<file path="src/rtl/tdc_multi_if.sv">
// AXI-Stream record channel between the TDC and its consumer.
interface tdc_multi_if #(
    parameter int unsigned DATA_WIDTH = 321
);
    logic [DATA_WIDTH-1:0] tdata;
    logic                  tvalid;
    logic                  tready;

    modport master (output tdata, output tvalid, input tready);
    modport slave  (input tdata, input tvalid, output tready);
endinterface

</file>
<file path="src/rtl/tdc_multi.sv">
// Multi-channel TDC: per-gate first/last edge timestamps and edge counts,
// emitted as one packed AXI-Stream record per gate with an overrun flag.
module tdc_multi #(
    parameter int unsigned COUNTER_WIDTH  = 32,
    parameter int unsigned NUM_CH         = 4,
    parameter int unsigned EDGE_CNT_WIDTH = 8
) (
    input  logic              i_clk,
    input  logic              i_rst_n,
    input  logic              i_s0,
    input  logic [NUM_CH-1:0] i_s1,
    tdc_multi_if.master       m_axis
);
    localparam int unsigned CH_W       = 2 * COUNTER_WIDTH + EDGE_CNT_WIDTH;
    localparam int unsigned DATA_WIDTH = COUNTER_WIDTH + NUM_CH * CH_W + 1;

    logic [COUNTER_WIDTH-1:0]                  cnt_q;
    logic [NUM_CH-1:0][COUNTER_WIDTH-1:0]      t1_q;
    logic [NUM_CH-1:0][COUNTER_WIDTH-1:0]      t2_q;
    logic [NUM_CH-1:0][EDGE_CNT_WIDTH-1:0]     n_q;
    logic [NUM_CH-1:0]                         v_q;
    logic [DATA_WIDTH-1:0]                     rec_q;
    logic                                      tvalid_q;

    logic [NUM_CH-1:0][EDGE_CNT_WIDTH-1:0]     n_inc_c;
    logic [NUM_CH-1:0][COUNTER_WIDTH-1:0]      cap_t1_c;
    logic [NUM_CH-1:0][COUNTER_WIDTH-1:0]      cap_t2_c;
    logic [NUM_CH-1:0][EDGE_CNT_WIDTH-1:0]     cap_n_c;
    logic [DATA_WIDTH-1:0]                     rec_c;

    // Saturating edge-count increment and the closing-period values per channel.
    always_comb begin
        n_inc_c  = '0;
        cap_t1_c = '0;
        cap_t2_c = '0;
        cap_n_c  = '0;
        for (int k = 0; k < NUM_CH; k++) begin
            n_inc_c[k] = (n_q[k] == {EDGE_CNT_WIDTH{1'b1}}) ? n_q[k]
                                                            : n_q[k] + EDGE_CNT_WIDTH'(1);
            if (i_s1[k]) begin
                // A coincident edge still belongs to the period being closed.
                cap_t1_c[k] = v_q[k] ? t1_q[k] : cnt_q;
                cap_t2_c[k] = cnt_q;
                cap_n_c[k]  = v_q[k] ? n_inc_c[k] : EDGE_CNT_WIDTH'(1);
            end else if (v_q[k]) begin
                cap_t1_c[k] = t1_q[k];
                cap_t2_c[k] = t2_q[k];
                cap_n_c[k]  = n_q[k];
            end else begin
                cap_t1_c[k] = {COUNTER_WIDTH{1'b1}};
                cap_t2_c[k] = {COUNTER_WIDTH{1'b1}};
                cap_n_c[k]  = '0;
            end
        end
    end

    // Record packing: T0 in the LSBs, channels above it, overrun in the MSB.
    always_comb begin
        rec_c                     = '0;
        rec_c[COUNTER_WIDTH-1:0]  = cnt_q;
        for (int k = 0; k < NUM_CH; k++) begin
            rec_c[COUNTER_WIDTH + k * CH_W +: CH_W] = {cap_n_c[k], cap_t2_c[k], cap_t1_c[k]};
        end
        rec_c[DATA_WIDTH-1]       = tvalid_q & ~m_axis.tready;
    end

    always_ff @(posedge i_clk or negedge i_rst_n) begin
        if (!i_rst_n) begin
            cnt_q    <= '0;
            t1_q     <= '0;
            t2_q     <= '0;
            n_q      <= '0;
            v_q      <= '0;
            rec_q    <= '0;
            tvalid_q <= 1'b0;
        end else begin
            if (i_s0) begin
                cnt_q <= '0;
            end else if (cnt_q != {COUNTER_WIDTH{1'b1}}) begin
                cnt_q <= cnt_q + COUNTER_WIDTH'(1);
            end

            if (i_s0) begin
                t1_q <= '0;
                t2_q <= '0;
                n_q  <= '0;
                v_q  <= '0;
            end else begin
                for (int k = 0; k < NUM_CH; k++) begin
                    if (i_s1[k]) begin
                        if (!v_q[k]) begin
                            t1_q[k] <= cnt_q;
                        end
                        t2_q[k] <= cnt_q;
                        v_q[k]  <= 1'b1;
                        n_q[k]  <= n_inc_c[k];
                    end
                end
            end

            if (i_s0) begin
                rec_q <= rec_c;
            end

            // Gate wins over the consumer's ready.
            if (i_s0) begin
                tvalid_q <= 1'b1;
            end else if (m_axis.tready) begin
                tvalid_q <= 1'b0;
            end
        end
    end

    assign m_axis.tdata  = rec_q;
    assign m_axis.tvalid = tvalid_q;
endmodule
</file>
<file path="src/flat_wrapper.sv">
// flat-port wrapper written by rule: the top's interface ports become plain ports
module tdc_multi_flat 
#(
    parameter int unsigned COUNTER_WIDTH  = 32,
    parameter int unsigned NUM_CH         = 4,
    parameter int unsigned EDGE_CNT_WIDTH = 8
)
  (i_clk, i_rst_n, i_s0, i_s1, m_axis_tdata, m_axis_tvalid, m_axis_tready);
  tdc_multi_if m_axis_i ();
  input  logic i_clk;
  input  logic i_rst_n;
  input  logic i_s0;
  input  logic [NUM_CH-1:0] i_s1;
  output wire logic [$bits(m_axis_i.tdata)-1:0] m_axis_tdata;
  output wire logic [$bits(m_axis_i.tvalid)-1:0] m_axis_tvalid;
  input wire logic [$bits(m_axis_i.tready)-1:0] m_axis_tready;
  assign m_axis_tdata = m_axis_i.tdata;
  assign m_axis_tvalid = m_axis_i.tvalid;
  assign m_axis_i.tready = m_axis_tready;
  tdc_multi #(.COUNTER_WIDTH(COUNTER_WIDTH), .NUM_CH(NUM_CH), .EDGE_CNT_WIDTH(EDGE_CNT_WIDTH)) u_core (.i_clk(i_clk), .i_rst_n(i_rst_n), .i_s0(i_s0), .i_s1(i_s1), .m_axis(m_axis_i));
endmodule
</file>
<file path="config.mk">
export PLATFORM = sky130hd
export DESIGN_NAME = tdc_multi_flat
export DESIGN_NICKNAME = d
export VERILOG_FILES = /design/src/rtl/tdc_multi_if.sv /design/src/rtl/tdc_multi.sv /design/src/flat_wrapper.sv
export SDC_FILE = /design/constraint.sdc
export NUM_CORES = 1
export LEC_CHECK = 0
export ABC_CLOCK_PERIOD_IN_PS = 2990
export CAP_MARGIN = 15
export CORE_ASPECT_RATIO = 1.5
export CORE_MARGIN = 2
export CORE_UTILIZATION = 56
export DETAILED_ROUTE_END_ITERATION = 7
export MAX_ROUTING_LAYER = met4
export PLACE_DENSITY = 0.88
export RECOVER_POWER = 100
export SETUP_SLACK_MARGIN = 0.1
export SLEW_MARGIN = 20
export SYNTH_ARGS = -nofsm -noshare
export SYNTH_HDL_FRONTEND = slang
export SYNTH_SLANG_ARGS = --single-unit
</file>
<file path="constraint.sdc">
create_clock -name i_clk -period 2.99 [get_ports i_clk]
set_clock_uncertainty 0.2 [all_clocks]
set_input_delay 0.598 -clock i_clk [delete_from_list [all_inputs] [get_ports i_clk]]
set_output_delay 0.598 -clock i_clk [all_outputs]
set_load 0.03 [all_outputs]
</file>
=== Word-level counts from Yosys, hierarchy flattened ===
Index checks and enable logic that the tools add are counted.

* Add/subtract/negate cells: 5
* Eq/ne operators: 5
* Mux-type cells: 60
* Bitwise operators: 2
* Reduce and logical (&&, ||, !) cells: 6

{| class="wikitable"
|+ Operator list
! kind !! count
|-
| two-way mux 32 bit || 31
|-
| two-way mux 128 bit || 2
|-
| two-way mux 8 bit || 20
|-
| adder 32 x 1 -> 32 bit (second input constant) || 1
|-
| adder 8 x 1 -> 8 bit (second input constant) || 4
|-
| equality test 8 bit (second input constant) || 4
|-
| != test 32 bit (second input constant) || 1
|-
| nonzero test 2 bit || 6
|-
| two-way mux 1 bit || 6
|-
| two-way mux 4 bit || 1
|-
| AND 1 bit || 1
|-
| NOT 1 bit || 1
|}

* Register bits after elaboration: 646

=== Logic depth before layout (Yosys ltp) ===
Gate-level depths: netlist of the first run.

* Depth after elaboration: 4
* Mapped depth: 8
* Depth with buffers taken out: 6

=== Worst setup path before layout of the first run ===
No wires, ideal clock.

* Kind: reg2reg
* Start: register u_core.cnt_q[0]
* End: register u_core.cnt_q[30]
* Arrival: 1.919 ns
* Data required time: 2.665 ns
* Setup slack: 0.746 ns
* Cell stages (with the launch flop): 7
* Clock period less this slack: 2.244 ns
* Path through: dfrtp_1 ha_1 nand4_1 nor4_4 nand3_1 nor3_1 mux2_2

* Word-level cells in the longest chain between the ends: 3
* Elaborated cells on any way between the ends: 5

{| class="wikitable"
|+ RTL lines
! what !! RTL line !! source
|-
| start: declaration || tdc_multi.sv:17 || <nowiki>logic [COUNTER_WIDTH-1:0] cnt_q;</nowiki>
|-
| start signal: assignment || tdc_multi.sv:80 || <nowiki>cnt_q <= cnt_q + COUNTER_WIDTH'(1);</nowiki>
|-
| adder 32 x 1 -> 32 bit || tdc_multi.sv:80 ||
|-
| two-way mux 32 bit || tdc_multi.sv:79 || <nowiki>end else if (cnt_q != {COUNTER_WIDTH{1'b1}}) begin</nowiki>
|-
| two-way mux 32 bit || tdc_multi.sv:77 || <nowiki>if (i_s0) begin</nowiki>
|}

Parallel ways exist; a longest one is shown, timed or not. The select of a mux whose other input is x is not followed.
A chain may end at the register's enable or synchronous reset.

=== Worst setup path in the final report of the first run ===
* Start: register u_core.v_q[1]
* End: register u_core.t1_q[56] (netlist name)

* Word-level cells in the longest chain between the ends: 3

{| class="wikitable"
|+ RTL lines
! what !! RTL line !! source
|-
| start: declaration || tdc_multi.sv:21 || <nowiki>logic [NUM_CH-1:0] v_q;</nowiki>
|-
| start signal: assignment || tdc_multi.sv:73 || <nowiki>v_q <= '0;</nowiki>
|-
| start signal: assignment || tdc_multi.sv:87 || <nowiki>v_q <= '0;</nowiki>
|-
| start signal: indexed assignment || tdc_multi.sv:95 || <nowiki>v_q[k] <= 1'b1;</nowiki>
|-
| two-way mux 32 bit (2 in series) || - ||
|-
| two-way mux 128 bit || - ||
|-
| end signal: indexed assignment || tdc_multi.sv:92 || <nowiki>t1_q[k] <= cnt_q;</nowiki>
|-
| end: declaration || tdc_multi.sv:18 || <nowiki>logic [NUM_CH-1:0][COUNTER_WIDTH-1:0] t1_q;</nowiki>
|}

Every way passes these cells. The select of a mux whose other input is x is not followed.

==> reports/metrics.yaml, run 1 <==
logic_synthesis:
  synth_adder_area_share_pct: 0.220
  synthFlopType: "dfrtp_1"
  ys_ff_latch: 646
  yosysSeqAreaShare_pct: 56.9
  synth_edf_count: 0
  synth_compound_area_share_pct: 13.1
  ys_async_sr_fraction_pct: 100
  synth_top_family_by_area: "compound AO/OA/AOI/OAI gates"
  synthSimpleGateAreaFrac_pct: 12.2
  syn-cell-area_mm2: 0.0284
  muxShareOfSynthArea_pct: 11.4
  syn_area_per_cell_um2: 9.99
  synth-xor-area-share_pct: 0.832
  synth_nets: 2858
  syn_inst: 2845
  synth_cell_type_count: 44
  ys_warn_count: 0
placed_design:
  dp_slack_ns: 0.522
  gp_congestion: 0.900
  dp_cells: 3672
  dpl_cell_area_mm2: 0.0326
  dp_hpwl_mm: 53.0
  io_buffers: 329
status:
  violations: "max-capacitance violations, max-slew violations"
  status: "finished, violations left"
timing:
  slew_viol_final: 112
  fin_crit_sh_pct: 90.6
  hold_viol_final: 0
  slew_headroom_pct: -29.4
  setup_viol: 0
  setup_ws_ns: 0.282
  tightest_slew_ns: 1.94
  min_period_ns: 2.71
  fmax_mhz: 369
  rsz0062_at_grt: "no"
  fin_setup_tns_ns: 0
die:
  ios: 330
  die_w_um: 188
  rows: 101
  die-area_mm2: 0.0526
  dieHeight_um: 280
  start_util_pct: 56.4
  core-area_mm2: 0.0504
layout:
  nets: 3076
  utilization_pct: 67.9
  stdcell_count: 3776
  drive_gt1_share_pct: 11.0
  n_antenna_cell: 0
  area_growth_pct: 20.5
  multi_input_area_mm2: 0.0107
  nFillCells: 3518
  layout_commonest_cell: "dfrtp_1"
  regArea_mm2: 0.0162
  design_area_mm2: 0.0342
  most-common-layout-cells: "643 x dfrtp_1, 423 x nand2_1, 323 x dlygate4sd3_1"
detailed_routing:
  final_antenna_net_count: 0
  wl_per_cell_um: 21.6
  routed-via-count: 22800
  via_per_inst: 6.04
  drtIter0Drc: 2199
  post-route-drc-count: 0
  wl_mm: 81.4
  dr.pass1.iters: 8
critical_path:
  crit_path_end_kind: "flip-flop"
  critPathBufInv: 2
  critPathKind: "flip-flop to flip-flop"
  max_stage_delay_ns: 0.85
  crit_fanout: 41
  required_ns: 3.31
  critPathArrivalTime_ns: 3.02
  start_kind: "flip-flop"
  crit_slowest_cell: "nor2_2"
  crit_family: "simple AND/OR/NAND/NOR gates"
  path_cells: "buf_4 > nor2_2 > buf_12 > nand2_1 > a21oi_1"
cts:
  cts_root_buf: "clkbuf_16"
  clk_latency_ns: 0.60
  cts_num_sinks: 646
  cts_buffers: 57
  htree_num_levels: 2
  clock_path_buffers: 3
  cts_tree: "done"
  ctsResizeCount: 0
  clk_transition_reported_paths_ns: 0.07
pwr:
  vdd_ir_drop_max_mv: 0.534
  switchingPower_w: 0.00567
  powerDensity_mw_per_mm2: 588
  p_seq_share_pct: 47.4
  p_int_w: 0.0145
  clkPwrFrac_pct: 37.6
  p_leak_nw: 15.7
  pwr-share-comb_pct: 15.0
  switching_share_pct: 28.1
grt:
  grt_max_degree: 115
  grt_pass1_wl_mm: 128
  antenna_found_initial: 0
  grt_use_total_pct: 31.9
  grt_overflow: 0
  grt_pass1_vias: 23500
flow_run:
  max_cap_violations: 2
hold_path:
  min_path_type: "input pin to flip-flop"
per-layer routing:
layer  wire length [µm]  GRT usage (%)  share of wire [%]
met4               4420           17.1                5.4
met2              41200           53.0                 51
met3               5740           4.16                7.0
met5                  0              -                  0
met1              30100           38.0                 37
worst reg2reg max path: stages, from the launching register on:
cell and delay, ns:
dfrtp_2 0.65, buf_4 0.39, nor2_2 0.86, buf_12 0.27, nand2_1 0.09, a21oi_1 0.19
worst paths after layout:
| check | start | slack [ns] | end | depth (start not counted) |
|---|---|---|---|---|
| max | u_core.v_q[1] | 0.28 | u_core.t1_q[56] | 5 |
| max reg2reg | u_core.v_q[1] | 0.28 | u_core.t1_q[56] | 5 |
| min | i_s0 | 0.18 | u_core.t2_q[80] | 2 |
| min reg2reg | u_core.m_axis.tdata[175] | 0.29 | u_core.m_axis.tdata[175] | 1 |
| min in group asynchronous | i_rst_n | 0.61 | u_core.m_axis.tdata[240] | 2 |
| max in group asynchronous | i_rst_n | 0.48 | u_core.t1_q[98] | 4 |
flip-flops by register name (all words and copies together) (netlist names):
register and count:
u_core.cnt_q 32, u_core.m_axis.tvalid 1, u_core.v_q 4, u_core.t1_q 128, u_core.t2_q 128, u_core.m_axis.tdata 321
u_core.n_q 32
cells in the mapped netlist, types with 4 or more instances:
library cell | number | area [µm²]
o221ai_1 | 129 | 1130
clkbuf_1 | 238 | 893
xor2_1 | 19 | 166
or4_1 | 11 | 82.6
or3_1 | 7 | 43.8
dfrtp_1 | 646 | 16200
and3_1 | 11 | 68.8
o31ai_1 | 11 | 82.6
a21oi_1 | 156 | 781
a21o_1 | 4 | 30.0
xnor2_1 | 8 | 70.1
nand4_1 | 23 | 144
mux2_2 | 163 | 1840
buf_2 | 4 | 20.0
nand2b_1 | 5 | 31.3
nor4_1 | 5 | 31.3
buf_1 | 24 | 90.1
nand2_1 | 426 | 1600
and4_1 | 6 | 52.6
nor3_1 | 5 | 25.0
ha_1 | 5 | 62.6
inv_1 | 141 | 529
o2bb2ai_1 | 26 | 228
nor2b_1 | 4 | 25.0
mux2i_1 | 140 | 1400
nor2_1 | 316 | 1190
nand3_1 | 20 | 100
o21ai_0 | 269 | 1350
metrics by stage:
| stage | power, W | hold WS, ns |
|---|---|---|
| floorplan | 0.0113 | 0.102 |
| global placement | 0.0128 | 0.279 |
| detailed placement | 0.0129 | 0.276 |
| CTS | 0.0204 | 0.174 |
| global route | 0.0208 | 0.197 |
| finish | 0.0201 | 0.179 |
power by group through the flow:
stage	registers [W]	clock network [W]	logic, W
after global placement	0.00970	0	0.00311
after global routing	0.00958	0.00797	0.00322
after detailed placement	0.00972	0	0.00319
after CTS	0.00956	0.00764	0.00321
after floorplan	0.0104	0	0.000955
final	0.00955	0.00757	0.00303
logic make-up after synthesis:
group	after synthesis
AO/OA/AOI/OAI	609
XOR/XNOR	27
adder cells (fa/ha/maj)	5
flip-flops	646
buffers and inverters	409
AND/OR/NAND/NOR	846
multiplexers	303
what timing repair did:
| action | 4_1_cts | 5_1_grt |
|---|---|---|
| buffers inserted | 0 | 0 |
| hold endpoints to repair | 32 | 0 |
| hold buffers | 1 | 0 |
final cells by class:
cell class              instances  area share, %
flip-flops and latches        646           47.2
repair buffers                426           11.9
clock buffers                  83           4.86
well taps                     669           2.44
multi-input cells            1790           31.3
clock inverters                20          0.712
inverters                     142           1.57
Note: power is estimated with default switching activity, not from simulation.
==> run 2, diff against run 1 <==
CORE_MARGIN = 4   (was 2)
CTS_CLUSTER_SIZE = 10   (was default)
==> run 2 against run 1 <==
  * The run still ends with max-capacitance violations, max-slew violations left
  * Flip-flop and latch count unchanged
  * Combinational power rose by 2%
  * Register-to-register slack worse by 0.06 ns
  * Largest cell class unchanged
==> reports/metrics.yaml, run 2 (synthesis results as in run 1) <==
cts:
  ctsResizeCount: 0
  clk_transition_reported_paths_ns: 0.05
  post_cts_buffers: 0
  cts_root_buf: "clkbuf_16"
  cts_tree: "done"
  cts_buffers: 74
  htree_num_levels: 3
  clk_latency_ns: 0.60
  clock_path_buffers: 3
  cts_num_sinks: 646
layout:
  multi_input_area_mm2: 0.0107
  nets: 3105
  largest_reg_flops: 321
  area_growth_pct: 21.5
  utilization_pct: 69.1
  most-common-layout-cells: "643 x dfrtp_1, 420 x nand2_1, 323 x dlygate4sd3_1"
  layout_commonest_cell: "dfrtp_1"
  nFillCells: 3422
  regArea_mm2: 0.0162
  drive_gt1_share_pct: 11.9
critical_path:
  critPathArrivalTime_ns: 3.21
  crit_path_end_kind: "flip-flop"
  critPathKind: "input pin to flip-flop"
  start_kind: "input pin"
  crit_fanout: 30
  r2r_cells: 5
  required_ns: 3.27
placed_design:
  io_buffers: 329
  dp_slack_ns: 0.422
  dp_hpwl_mm: 54.9
  gp_congestion: 0.894
grt:
  grt_pass1_wl_mm: 134
  antenna_found_initial: 2
  grt_overflow: 0
  grt_use_total_pct: 32.0
  grt_pass1_vias: 24200
  grt_max_degree: 113
die:
  ios: 330
  die_w_um: 192
  rows: 100
  die-area_mm2: 0.0545
  dieHeight_um: 284
  start_util_pct: 56.9
  core-area_mm2: 0.0499
timing:
  tightest_slew_ns: 1.97
  fin_setup_tns_ns: 0
  whs_ns: 0.186
  hold_viol_final: 0
  slew_headroom_pct: -31.3
  min_period_ns: 2.93
  slew_viol_final: 240
  setup_ws_ns: 0.0603
  fmax_mhz: 341
  rsz0062_at_grt: "no"
  setup_viol: 0
  fin_crit_sh_pct: 98.0
pwr:
  powerDensity_mw_per_mm2: 597
  p_seq_share_pct: 46.4
  p_int_w: 0.0148
  clkPwrFrac_pct: 38.6
  switchingPower_w: 0.00580
  pwr-share-comb_pct: 15.0
  switching_share_pct: 28.2
  vdd_ir_drop_max_mv: 0.484
  p_leak_nw: 15.9
  power.total_w: 0.0206
hold_path:
  holdPathStages: 2
  min_path_type: "input pin to flip-flop"
detailed_routing:
  wl_per_cell_um: 22.5
  final_antenna_net_count: 0
  drtIter0Drc: 2293
  wl_mm: 84.9
  post-route-drc-count: 0
  dr.pass1.iters: 5
  routed-via-count: 23300
  via_per_inst: 6.18
flow_run:
  max_cap_violations: 4
status:
  status: "finished, violations left"
  violations: "max-capacitance violations, max-slew violations"
run 2: cell types whose count changed in the layout (fill, tap and decap cells not counted), moves of 12 or more:
cell	previous run	this run
clkbuf_16	57	76
buf_4	42	65
clkbuf_1	35	13
clkinv_2	12	0
clkbuf_8	14	2
run 2: critical path, stage by stage:
cell and delay [ns]:
clkbuf_1 0.27, clkinvlp_2 0.81, clkbuf_2 0.78, nor2_1 0.27, o21ai_0 0.17, mux2_2 0.31
run 2: per-layer routing:
metal	share of wire, %	global-route usage [%]
met3	7.9	5.07
met4	5.4	16.7
met1	36	38.5
met5	0	-
met2	50	52.1
run 2: area by class of cell:
cell class,count,area share (%)
Sequential cell,646,46.8
Multi-Input combinational cell,1790,31.1
Timing Repair Buffer,438,12.3
Clock buffer,82,5.63
Tap cell,663,2.40
Inverter,142,1.55
Clock inverter,5,0.181
Antenna cell,2,0.0145
run 2: power groups by stage:
stage | combinational [W] | clock (W) | sequential [W]
detailed placement | 0.00324 | 0 | 0.00971
finish | 0.00308 | 0.00796 | 0.00955
global placement | 0.00316 | 0 | 0.00969
global route | 0.00328 | 0.00837 | 0.00959
CTS | 0.00327 | 0.00803 | 0.00956
floorplan | 0.000955 | 0 | 0.0104
run 2: path summary, 6_finish.rpt:
| kind | startpoint | to | slack [ns] |
|---|---|---|---|
| min reg2reg | u_core.m_axis.tdata[240] | u_core.m_axis.tdata[240] | 0.28 |
| max reg2reg | u_core.v_q[0] | u_core.t1_q[30] | 0.22 |
| min | i_s0 | u_core.t2_q[27] | 0.19 |
| min in group asynchronous | i_rst_n | u_core.m_axis.tdata[316] | 0.90 |
| max | i_s1[2] | u_core.m_axis.tdata[177] | 0.06 |
| max in group asynchronous | i_rst_n | u_core.m_axis.tdata[262] | 0.34 |
run 2: what timing repair did:
| item | CTS | global route |
|---|---|---|
| endpoints found under the setup margin | 0 | 0 |
| hold endpoints to repair | 45 | 0 |
| hold buffers | 1 | 0 |
run 2: per-stage QoR:
step | std cells | cell area, µm²
after floorplan | 2845 | 28400
after global placement | 3678 | 32700
after detailed placement | 3678 | 32700
after CTS | 3766 | 34700
after global routing | 3768 | 34500
final | 3768 | 34500
